$ cat config.mk
export PLATFORM = sky130hd
export DESIGN_NAME = noc_test_node
export DESIGN_NICKNAME = d
export VERILOG_FILES = /design/src/rtl/noc_test_node.sv
export SDC_FILE = /design/constraint.sdc
export NUM_CORES = 1
export LEC_CHECK = 0
export CAP_MARGIN = 40
export CORE_ASPECT_RATIO = 1.4
export CORE_MARGIN = 2
export CORE_UTILIZATION = 40
export DETAILED_ROUTE_END_ITERATION = 7
export PLACE_DENSITY = 0.66
export SYNTH_ARGS = -nofsm -noshare
export SYNTH_HDL_FRONTEND = slang
export SYNTH_SLANG_ARGS = --single-unit
$ cat constraint.sdc
create_clock -name noc_clk -period 2.8 [get_ports noc_clk]
set_clock_uncertainty 0.15 [all_clocks]
set_input_delay 0.7 -clock noc_clk [delete_from_list [all_inputs] [get_ports noc_clk]]
set_output_delay 0.7 -clock noc_clk [all_outputs]
set_load 0.01 [all_outputs]
$ cat src/rtl/noc_test_node.sv
// NoC mesh endpoint: injects NUM_PKTS fixed-length packets to one destination
// and counts received packets whose header is addressed to this node.
module noc_test_node #(
  parameter int X_ID           = 0,
  parameter int Y_ID           = 0,
  parameter int DEST_X_ID      = 1,
  parameter int DEST_Y_ID      = 1,
  parameter int PKT_LEN        = 4,
  parameter int NUM_PKTS       = 16,
  parameter int GAP_CYCLES     = 2,
  parameter int Noc_Data_Width = 32
) (
  input  logic                      noc_clk,
  input  logic                      noc_rst_n,
  input  logic                      receive_valid,
  output logic                      receive_ready,
  input  logic [Noc_Data_Width-1:0] receive_flit,
  input  logic                      receive_is_header,
  input  logic                      receive_is_tail,
  output logic                      sender_valid,
  input  logic                      sender_ready,
  output logic [Noc_Data_Width-1:0] sender_flit,
  output logic                      sender_is_header,
  output logic                      sender_is_tail,
  output logic [7:0]                receive_num
);

  typedef enum logic [2:0] {IDLE, HEAD, BODY, GAP, DONE} state_t;

  localparam logic [7:0]  LAST_IDX = 8'(PKT_LEN - 1);
  localparam logic [7:0]  LAST_SEQ = 8'(NUM_PKTS - 1);
  localparam logic [15:0] LAST_GAP = 16'(GAP_CYCLES - 1);

  state_t      state;
  logic [7:0]  seq;
  logic [7:0]  idx;
  logic [15:0] gap_cnt;

  function automatic logic [Noc_Data_Width-1:0] head_flit(input logic [7:0] s);
    logic [Noc_Data_Width-1:0] f;
    f        = '0;
    f[23:16] = s;
    f[15:12] = 4'(X_ID);
    f[11:8]  = 4'(Y_ID);
    f[7:4]   = 4'(DEST_X_ID);
    f[3:0]   = 4'(DEST_Y_ID);
    return f;
  endfunction

  function automatic logic [Noc_Data_Width-1:0] body_flit(input logic [7:0] s,
                                                          input logic [7:0] i);
    logic [Noc_Data_Width-1:0] f;
    f        = '0;
    f[23:16] = s;
    f[7:0]   = i;
    return f;
  endfunction

  // The next header is loaded on the edge that leaves GAP (or accepts the tail
  // when GAP_CYCLES is 0), so packets are spaced by exactly GAP_CYCLES idle cycles.
  always_ff @(posedge noc_clk or negedge noc_rst_n) begin
    if (!noc_rst_n) begin
      state            <= IDLE;
      seq              <= '0;
      idx              <= '0;
      gap_cnt          <= '0;
      sender_valid     <= 1'b0;
      sender_flit      <= '0;
      sender_is_header <= 1'b0;
      sender_is_tail   <= 1'b0;
    end else begin
      case (state)
        IDLE: state <= HEAD;
        HEAD: begin
          if (!sender_valid) begin
            sender_valid     <= 1'b1;
            sender_flit      <= head_flit(seq);
            sender_is_header <= 1'b1;
            sender_is_tail   <= 1'b0;
          end else if (sender_ready) begin
            state            <= BODY;
            idx              <= 8'd1;
            sender_flit      <= body_flit(seq, 8'd1);
            sender_is_header <= 1'b0;
            sender_is_tail   <= (LAST_IDX == 8'd1);
          end
        end
        BODY: begin
          if (sender_ready) begin
            if (idx == LAST_IDX) begin
              sender_valid     <= 1'b0;
              sender_flit      <= '0;
              sender_is_header <= 1'b0;
              sender_is_tail   <= 1'b0;
              gap_cnt          <= '0;
              if (GAP_CYCLES != 0) begin
                state <= GAP;
              end else if (seq == LAST_SEQ) begin
                state <= DONE;
              end else begin
                state            <= HEAD;
                seq              <= seq + 8'd1;
                sender_valid     <= 1'b1;
                sender_flit      <= head_flit(seq + 8'd1);
                sender_is_header <= 1'b1;
              end
            end else begin
              idx            <= idx + 8'd1;
              sender_flit    <= body_flit(seq, idx + 8'd1);
              sender_is_tail <= ((idx + 8'd1) == LAST_IDX);
            end
          end
        end
        GAP: begin
          if (gap_cnt == LAST_GAP) begin
            if (seq == LAST_SEQ) begin
              state <= DONE;
            end else begin
              state            <= HEAD;
              seq              <= seq + 8'd1;
              sender_valid     <= 1'b1;
              sender_flit      <= head_flit(seq + 8'd1);
              sender_is_header <= 1'b1;
              sender_is_tail   <= 1'b0;
            end
          end else begin
            gap_cnt <= gap_cnt + 16'd1;
          end
        end
        DONE: begin
          sender_valid <= 1'b0;
        end
        default: state <= IDLE;
      endcase
    end
  end

  logic take;
  logic addr_hit;
  logic in_packet;
  logic match;
  logic unused_flit_bits;

  assign take             = receive_valid && receive_ready;
  assign addr_hit         = (receive_flit[7:4] == 4'(X_ID)) && (receive_flit[3:0] == 4'(Y_ID));
  assign unused_flit_bits = ^receive_flit[Noc_Data_Width-1:8];

  always_ff @(posedge noc_clk or negedge noc_rst_n) begin
    if (!noc_rst_n) begin
      receive_ready <= 1'b0;
      in_packet     <= 1'b0;
      match         <= 1'b0;
      receive_num   <= '0;
    end else begin
      receive_ready <= 1'b1;
      if (take) begin
        if (receive_is_header) begin
          match <= addr_hit;
          if (receive_is_tail) begin
            in_packet <= 1'b0;
            if (addr_hit) receive_num <= receive_num + 8'd1;
          end else begin
            in_packet <= 1'b1;
          end
        end else if (receive_is_tail && in_packet) begin
          in_packet <= 1'b0;
          if (match) receive_num <= receive_num + 8'd1;
        end
      end
    end
  end

endmodule

==> results of run 1 <==
[state kept, by name, summed over array words and instances (netlist names), 3 cells and up]
name and flops:
gap_cnt 16, sender_flit 16, idx 8, receive_num 8
seq 8, state 3
[worst min-delay path by stage]
| stage | cells after the start | slack (ns) | from | to |
|---|---|---|---|---|
| after floorplan | 0 | 0.25 | noc_rst_n | gap_cnt[0] |
| after global placement | 1 | 0.31 | sender_flit[3] | sender_flit[3] |
| after detailed placement | 1 | 0.31 | sender_flit[6] | sender_flit[6] |
| after CTS | 2 | 0.24 | noc_rst_n | sender_flit[1] |
| after global routing | 2 | 0.26 | noc_rst_n | sender_flit[1] |
| final | 2 | 0.23 | noc_rst_n | sender_valid |
[synthesized netlist by cell type (all sizes together) (3+ instances only)]
cell type,n
a21oi,12
xnor2,16
nand2b,4
mux2,11
and3,6
or3,3
buf,22
nor4,7
nand3b,3
a21o,10
nor3b,3
xor2,14
o21ai,22
o31ai,9
nand2,32
nand4,15
nor3,4
and2,5
inv,7
a21boi,3
dfrtp,65
nand3,19
clkbuf,9
ha,6
nor2,27
[area by class of cell]
type	instances	share of cell area
flip-flops and latches	65	0.369
well taps	107	0.0303
repair buffers	54	0.117
inverters	7	0.00596
clock inverters	3	0.00482
multi-input cells	277	0.410
clock buffers	13	0.0635
[cells by family after synthesis]
group / Yosys count / share of synthesized area
other: 2 / 0.00209
muxes: 13 / 0.0473
AOI/OAI and AO/OA: 74 / 0.138
and+or+nand+nor: 137 / 0.205
buffers and inverters: 38 / 0.0619
DFF: 65 / 0.452
adders and majority gates: 6 / 0.0208
xor gates and xnor gates: 30 / 0.0730
[critical path, cell delays in order, from the launching register on]
cell and delay (ns):
dfrtp_1 0.42, nor4_1 0.46, nand4_1 0.39, o211ai_4 0.34, and2_4 0.32, mux2_1 0.34
[power groups by stage]
stage	sequential, mW	combinational, mW	clock, mW
3_3_place_gp	1.29	1.23	0
4_1_cts	1.28	1.27	1.13
6_report	1.28	1.25	1.10
3_5_place_dp	1.30	1.26	0
2_1_floorplan	1.28	0.846	0
5_1_grt	1.31	1.39	1.17
[metal layers]
| metal | GRT usage | routed length, um | vias to the layer above |
|---|---|---|---|
| met2 | 0.277 | 3890 | 63 |
| met5 | 0 | 0 | - |
| met3 | 0.0466 | 377 | 7 |
| met4 | 0.0634 | 88 | 0 |
| met1 | 0.198 | 3320 | 1368 |
| li1 | - | - | 1375 |
==> reports/results.ini, run 1 <==
[run_status]
status = complete, no violations

[cells_and_area]
seqCellArea_um2 = 1630
nets = 458
final_util = 0.497
finalInstanceArea_um2 = 4410
area_delta_synth_final_pct = 22.5
multi_input_area_um2 = 1810
finalNonFillerCells = 526
final_common_cell = dfrtp_1
final_cell_mix = dfrtp_1, clkdlybuf4s50_1, nand2_1, nor2_1, nand3_1
drive_gt1_frac = 0.112
fill_cells = 810
n_antenna_cell = 0

[sta]
rsz0062_at_grt = false
hold_violations = 0
fmax_mhz = 392
finalMaxSlewViolations = 0
setup_violations = 0
fin_crit_sh = 0.911
min_period_ns = 2.55
fin_setup_tns_ns = 0
timing.hold.ws_ns = 0.234
relSlewSlack = 0.536
max_slew.worst_pin.slew_ns = 0.691
worst_slack_ns = 0.250

[critical_path]
worstRegToRegCells = 5
required_ns = 2.85
crit_arrival_ns = 2.61
reg2reg_to = sender_flit[0]
crit-reg2reg-launch = gap_cnt[12]
cp-endpoint = sender_flit[0]
worstSetupStartpoint = gap_cnt[12]
end_kind = flip-flop
r2r_setup_slack_ns = 0.25
path_max_fanout = 12
path_class = flip-flop to flip-flop
startpoint_type = flip-flop

[power_and_ir_drop]
clock_power_share = 0.303
power_density_nw_per_um2 = 825
pwr-share-seq = 0.353
switching_share = 0.353
ir_drop_uv = 367
p_int_mw = 2.35
pwr-share-comb = 0.344
p_sw_mw = 1.28
p_leak_nw = 1.98
p_total_mw = 3.64

[routing]
drc = 0
drt_iter0_drc = 136
drt_wl_total_um = 7670
via_per_inst = 5.35
vias = 2813
wl_per_cell_um = 14.6
postRouteAntennaNets = 0
dr.pass1.iters = 4

[logic_synthesis]
synth_top_area_frac = 0.452
synth_edf_count = 0
async_flop_share = 1.00
yosysUniqueCellTypes = 59
seq_area_frac_synth = 0.452
yosysWarnings = 0
synth_top_area_cell = dfrtp_1
ys_top_cells_by_area = dfrtp_1, xnor2_1, xor2_1, buf_4, nand2_1
synth_ff_type = dfrtp_1
synthCells = 365
synth_seq_cells = 65
synth.avg_cell_area_um2 = 9.87
syn-cell-area_um2 = 3600

[cts]
hold_buffers = 0
clk_path_buf_depth = 2
cts_tree = built
clk_pin_slew_worst_paths_ns = 0.05
cts_made_buffers = 9
numClockSinks = 65
insertion_delay_ns = 0.33
post_cts_buffers = 0
h-tree-depth = 3
cts_root_buf = clkbuf_16
cts_resized = 0

[floorplan]
start_util = 0.406
core_um2 = 8870
io_pins = 82
fp.dieH_um = 116
die_x_um = 84.2
dieArea_um2 = 9790
rows = 41

[placement]
hpwl_um = 5410
dp_slack_ns = 0.215
gp_congestion = 0.843
placedCellCount = 510
placed_area_um2 = 4110
io_buffers = 41

[global_routing]
grt_pass1_vias = 2717
grt-ovfl-total = 0
track_usage = 0.164
grt_pass1_wl_um = 12800
antenna_found_initial = 0
grt_max_degree = 66

[flow_run]
drv_cap = 0

[hold_path]
hold_class = primary input to async pin

Power figures use the tool's default switching activity.
==> inputs of run 2 (changes only) <==
Settings changed: MAX_ROUTING_LAYER set to met4, PLACE_DENSITY 0.66 to 0.68.
==> run 2 against run 1 <==
  * Hold slack worse by 0.010 ns
  * Die area unchanged
  * First-iteration DRC count increased by 27%
  * Sequential share of layout area down 0.10 points
  * Sequential cell count is the same
  * Clock power increased by 5%
  * Critical path depth grew 2
  * Critical endpoint is now idx[5]
  * Largest power group unchanged
==> reports/results.ini, run 2 (synthesis results as in run 1) <==
[cts]
post_cts_buffers = 0  ; unchanged
cts_resized = 0  ; unchanged
clk_pin_slew_worst_paths_ns = 0.05  ; about the same
clk_path_buf_depth = 2  ; unchanged
h-tree-depth = 3  ; unchanged
cts_made_buffers = 9  ; unchanged
numClockSinks = 65  ; unchanged
cts_root_buf = clkbuf_16  ; unchanged
cts_tree = built  ; unchanged
insertion_delay_ns = 0.34  ; was 0.33 ns
hold_buffers = 0  ; unchanged

[critical_path]
end_kind = flip-flop  ; unchanged
reg2reg_to = idx[5]  ; was sender_flit[0]
crit-reg2reg-launch = idx[0]  ; was gap_cnt[12]
path_max_fanout = 11  ; was 12
worstRegToRegCells = 7  ; was 5
r2r_setup_slack_ns = 0.32  ; was 0.25 ns
startpoint_type = flip-flop  ; unchanged
path_class = flip-flop to flip-flop  ; unchanged
crit_arrival_ns = 2.56  ; was 2.61 ns
required_ns = 2.88  ; was 2.85 ns

[cells_and_area]
nets = 459  ; was 458
largestRegisters = gap_cnt (16), sender_flit (16)  ; unchanged
final_cell_mix = dfrtp_1, clkdlybuf4s50_1, nand2_1, nor2_1, nand3_1  ; unchanged
finalNonFillerCells = 527  ; was 526
n_antenna_cell = 0  ; unchanged
finalInstanceArea_um2 = 4420  ; was 4410 um2
area_delta_synth_final_pct = 22.9  ; was 22.5%
drive_gt1_frac = 0.114  ; was 0.112
final_common_cell = dfrtp_1  ; unchanged

[floorplan]
fp.dieH_um = 116  ; unchanged
core_um2 = 8870  ; unchanged
io_pins = 82  ; unchanged
start_util = 0.406  ; unchanged
dieArea_um2 = 9790  ; unchanged
rows = 41  ; unchanged
die_x_um = 84.2  ; unchanged

[power_and_ir_drop]
ir_drop_uv = 419  ; was 367 uV
p_leak_nw = 1.98  ; about the same
power_density_nw_per_um2 = 827  ; was 825 nW/um2
p_total_mw = 3.66  ; was 3.64 mW

[placement]
gp_congestion = 0.887  ; was 0.843
placed_area_um2 = 4120  ; was 4110 um2
io_buffers = 41  ; unchanged
hpwl_um = 5470  ; was 5410 um
dp_slack_ns = 0.191  ; was 0.215 ns
placedCellCount = 511  ; was 510

[routing]
postRouteAntennaNets = 0  ; unchanged
drc = 0  ; unchanged
dr.pass1.iters = 4  ; unchanged
vias = 2858  ; was 2,813
via_per_inst = 5.42  ; was 5.35
drt_iter0_drc = 173  ; was 136
wl_per_cell_um = 14.7  ; was 14.6 um
drt_wl_total_um = 7730  ; was 7670 um

[hold_path]
hold_class = primary input to async pin  ; unchanged

[global_routing]
grt_pass1_vias = 2822  ; was 2,717
grt_max_degree = 32  ; was 66
grt-ovfl-total = 0  ; unchanged
grt_pass1_wl_um = 13100  ; was 12,800 um
track_usage = 0.173  ; was 0.164
antenna_found_initial = 0  ; unchanged

[sta]
setup_violations = 0  ; unchanged
max_slew.worst_pin.slew_ns = 0.665  ; was 0.691 ns
min_period_ns = 2.48  ; was 2.55 ns
rsz0062_at_grt = false  ; unchanged
finalMaxSlewViolations = 0  ; unchanged
fin_crit_sh = 0.886  ; was 0.911
hold_violations = 0  ; unchanged
worst_slack_ns = 0.319  ; was 0.250 ns
fin_setup_tns_ns = 0  ; unchanged
relSlewSlack = 0.555  ; was 0.536
fmax_mhz = 403  ; was 392 MHz

[flow_run]
drv_cap = 0  ; unchanged

[run_status]
status = complete, no violations  ; unchanged

-- run 2: cell count changes in the layout (fill, tap and decap cells not counted) --
cell,before,now
buf_4,12,13
bufinv_16,0,1
clkbuf_8,4,1
clkinv_4,0,2
clkinvlp_4,1,2
inv_6,1,0
-- run 2: layer usage --
metal  vias to the layer above  GRT usage  share of wire
li1                       1374          -              -
met1                      1405      0.198           0.44
met2                        62      0.288           0.50
met3                        17     0.0269          0.036
met4                         0      0.104          0.027
met5                         -          -              0
-- run 2: cell type report --
class                           count  area [um2]
Tap cell                          107         134
Fill cell                         818        4450
Clock buffer                       10         239
Clock inverter                      6        67.6
Multi-Input combinational cell    277        1810
Sequential cell                    65        1630
Timing Repair Buffer               55         523
Inverter                            7        26.3
-- run 2: how the worst max path moves through the flow --
stage / from / end / slack [ns] / cells after the start
finish: idx[0] / idx[5] / 0.32 / 7
floorplan: gap_cnt[1] / sender_flit[16] / 0.58 / 8
CTS: idx[0] / sender_flit[3] / 0.32 / 7
global route: idx[1] / sender_flit[19] / 0.11 / 7
detailed placement: sender_ready / sender_flit[3] / 0.19 / 5
global placement: idx[0] / idx[5] / 0.04 / 6
-- run 2: critical path, stage by stage (launching register included) --
cell and delay [ns]:
dfrtp_1 0.40, ha_1 0.29, nor4b_2 0.45, a21boi_1 0.17, buf_4 0.21, o21ai_1 0.36, nor2_1 0.15, a21o_1 0.18
-- run 2: report_power, final --
group	internal [mW]	total [mW]	switching, mW
Clock	0.714	1.15	0.435
Sequential	1.11	1.30	0.190
Combinational	0.526	1.21	0.685
Total	2.35	3.66	1.31
-- run 2: stage by stage --
step | utilization | hold WS, ns
final | 0.499 | 0.224
after floorplan | - | 0.254
after CTS | 0.499 | 0.235
after global placement | 0.463 | 0.313
after global routing | 0.499 | 0.275
after detailed placement | 0.464 | 0.315
==> inputs of run 3 (changes only) <==
Settings changed: SLEW_MARGIN set to 20.
==> run 3 against run 2 <==
  * Hold slack about the same
  * Clock power rose by 6%
  * Cell count unchanged
  * Sequential cell count unchanged
  * Fmax up 0.97%
  * Largest power group unchanged
  * Design area up 0.34%
  * First-iteration DRC count shrank 16%
  * Critical path depth down 1
==> reports/results.ini, run 3 (synthesis results as in run 1) <==
[run_status]
status = complete, no violations  ; unchanged

[power_and_ir_drop]
clock_power_share = 0.326  ; was 0.314
switching_share = 0.346  ; was 0.358
p_sw_mw = 1.29  ; was 1.31 mW
p_total_mw = 3.73  ; was 3.66 mW
p_leak_nw = 2.00  ; was 1.98 nW
ir_drop_uv = 380  ; was 419 uV
power_density_nw_per_um2 = 841  ; was 827 nW/um2
pwr-share-seq = 0.348  ; was 0.355
pwr-share-comb = 0.326  ; was 0.331
p_int_mw = 2.44  ; was 2.35 mW

[critical_path]
crit-reg2reg-launch = idx[0]  ; unchanged
crit_buf_inv = 0  ; was 1
max_stage_delay_ns = 0.51  ; was 0.45 ns
crit_family = simple AND/OR/NAND/NOR gates  ; was compound AO/OA/AOI/OAI gates
path_class = flip-flop to flip-flop  ; unchanged
cp_slowest_cell = or4_1  ; was nor4b_2
end_kind = flip-flop  ; unchanged
crit_arrival_ns = 2.57  ; was 2.56 ns
path_max_fanout = 7  ; was 11
crit_path_cell_trace = ha_1 > nor4b_2 > and3_1 > mux2i_1 > or4_1 > a21oi_1  ; was ha_1 > nor4b_2 > a21boi_1 > buf_4 > o21ai_1 > nor2_1 > a21o_1
worstRegToRegCells = 6  ; was 7
reg2reg_to = gap_cnt[13]  ; was idx[5]
worstSetupStartpoint = idx[0]  ; unchanged
r2r_setup_slack_ns = 0.34  ; was 0.32 ns
startpoint_type = flip-flop  ; unchanged
required_ns = 2.91  ; was 2.88 ns

[placement]
io_buffers = 41  ; unchanged
dp_slack_ns = 0.214  ; was 0.191 ns
gp_congestion = 0.887  ; unchanged
hpwl_um = 5430  ; was 5470 um

[cells_and_area]
area_delta_synth_final_pct = 23.3  ; was 22.9%
final_cell_mix = dfrtp_1, clkdlybuf4s50_1, nand2_1, nor2_1, nand3_1  ; unchanged
largestRegisters = gap_cnt (16), sender_flit (16)  ; unchanged
drive_gt1_frac = 0.112  ; was 0.114
n_antenna_cell = 0  ; unchanged
nets = 459  ; unchanged
final_common_cell = dfrtp_1  ; unchanged

[cts]
clk_pin_slew_worst_paths_ns = 0.06  ; was 0.05 ns
post_cts_buffers = 0  ; unchanged
cts_resized = 0  ; unchanged
hold_buffers = 0  ; unchanged
cts_tree = built  ; unchanged
numClockSinks = 65  ; unchanged
clk_path_buf_depth = 2  ; unchanged
h-tree-depth = 3  ; unchanged
cts_root_buf = clkbuf_16  ; unchanged
insertion_delay_ns = 0.34  ; about the same
cts_made_buffers = 9  ; unchanged

[sta]
fmax_mhz = 407  ; was 403 MHz
min_period_ns = 2.46  ; was 2.48 ns
setup_violations = 0  ; unchanged
fin_setup_tns_ns = 0  ; unchanged
rsz0062_at_grt = false  ; unchanged
finalMaxSlewViolations = 0  ; unchanged
worst_slack_ns = 0.343  ; was 0.319 ns
hold_violations = 0  ; unchanged
max_slew.worst_pin.slew_ns = 0.673  ; was 0.665 ns
fin_crit_sh = 0.878  ; was 0.886
relSlewSlack = 0.549  ; was 0.555

[global_routing]
grt-ovfl-total = 0  ; unchanged
track_usage = 0.173  ; about the same
antenna_found_initial = 0  ; unchanged
grt_max_degree = 32  ; unchanged
grt_pass1_wl_um = 13000  ; was 13,100 um
grt_pass1_vias = 2735  ; was 2,822

[routing]
postRouteAntennaNets = 0  ; unchanged
wl_per_cell_um = 14.7  ; about the same
via_per_inst = 5.44  ; was 5.42
drc = 0  ; unchanged
dr.pass1.iters = 4  ; unchanged
drt_iter0_drc = 145  ; was 173
drt_wl_total_um = 7740  ; was 7730 um
vias = 2867  ; was 2,858

[floorplan]
dieArea_um2 = 9790  ; unchanged
start_util = 0.406  ; unchanged
die_x_um = 84.2  ; unchanged
core_um2 = 8870  ; unchanged
rows = 41  ; unchanged
io_pins = 82  ; unchanged
fp.dieH_um = 116  ; unchanged

[flow_run]
drv_cap = 0  ; unchanged

[hold_path]
hold_class = primary input to async pin  ; unchanged

## run 3: changes by cell type in the layout (fill, tap and decap cells not counted), sizes merged
cell and delta:
clkbuf +1, clkinvlp -2, bufinv +1
## run 3: final cells by class
cell class,count,area [um2]
well taps,107,134
inverters,7,26.3
repair buffers,55,523
clock buffers,11,243
fillers,813,4440
multi-input cells,277,1810
flip-flops and latches,65,1630
clock inverters,5,78.8
## run 3: through the flow
stage                     hold slack (ns)  area (um2)  instances  utilization
after detailed placement            0.315        4120        511        0.464
after global placement              0.313        4110        510        0.463
final                               0.223        4440        527        0.500
after CTS                           0.238        4440        527        0.500
after global routing                0.275        4440        527        0.500
after floorplan                     0.254        3660        380            -
## run 3: worst max-delay path by stage
stage                            endpoint  cells past startpoint
after global routing      sender_flit[19]                      7
after detailed placement   sender_flit[3]                      5
after CTS                 sender_flit[23]                      7
after floorplan           sender_flit[16]                      8
after global placement             idx[5]                      6
final                         gap_cnt[13]                      6
## run 3: per-layer routing
layer,vias up,GRT usage,share of wire
li1,1380,-,-
met1,1402,0.201,0.45
met2,70,0.279,0.49
met3,15,0.0445,0.040
met4,0,0.0871,0.026
met5,-,-,0
## run 3: power by group through the flow
stage | Combinational, mW | Sequential (mW) | Clock (mW)
2_1_floorplan | 0.846 | 1.28 | 0
3_3_place_gp | 1.18 | 1.30 | 0
3_5_place_dp | 1.21 | 1.31 | 0
4_1_cts | 1.22 | 1.30 | 1.24
5_1_grt | 1.35 | 1.33 | 1.27
6_report | 1.22 | 1.30 | 1.22
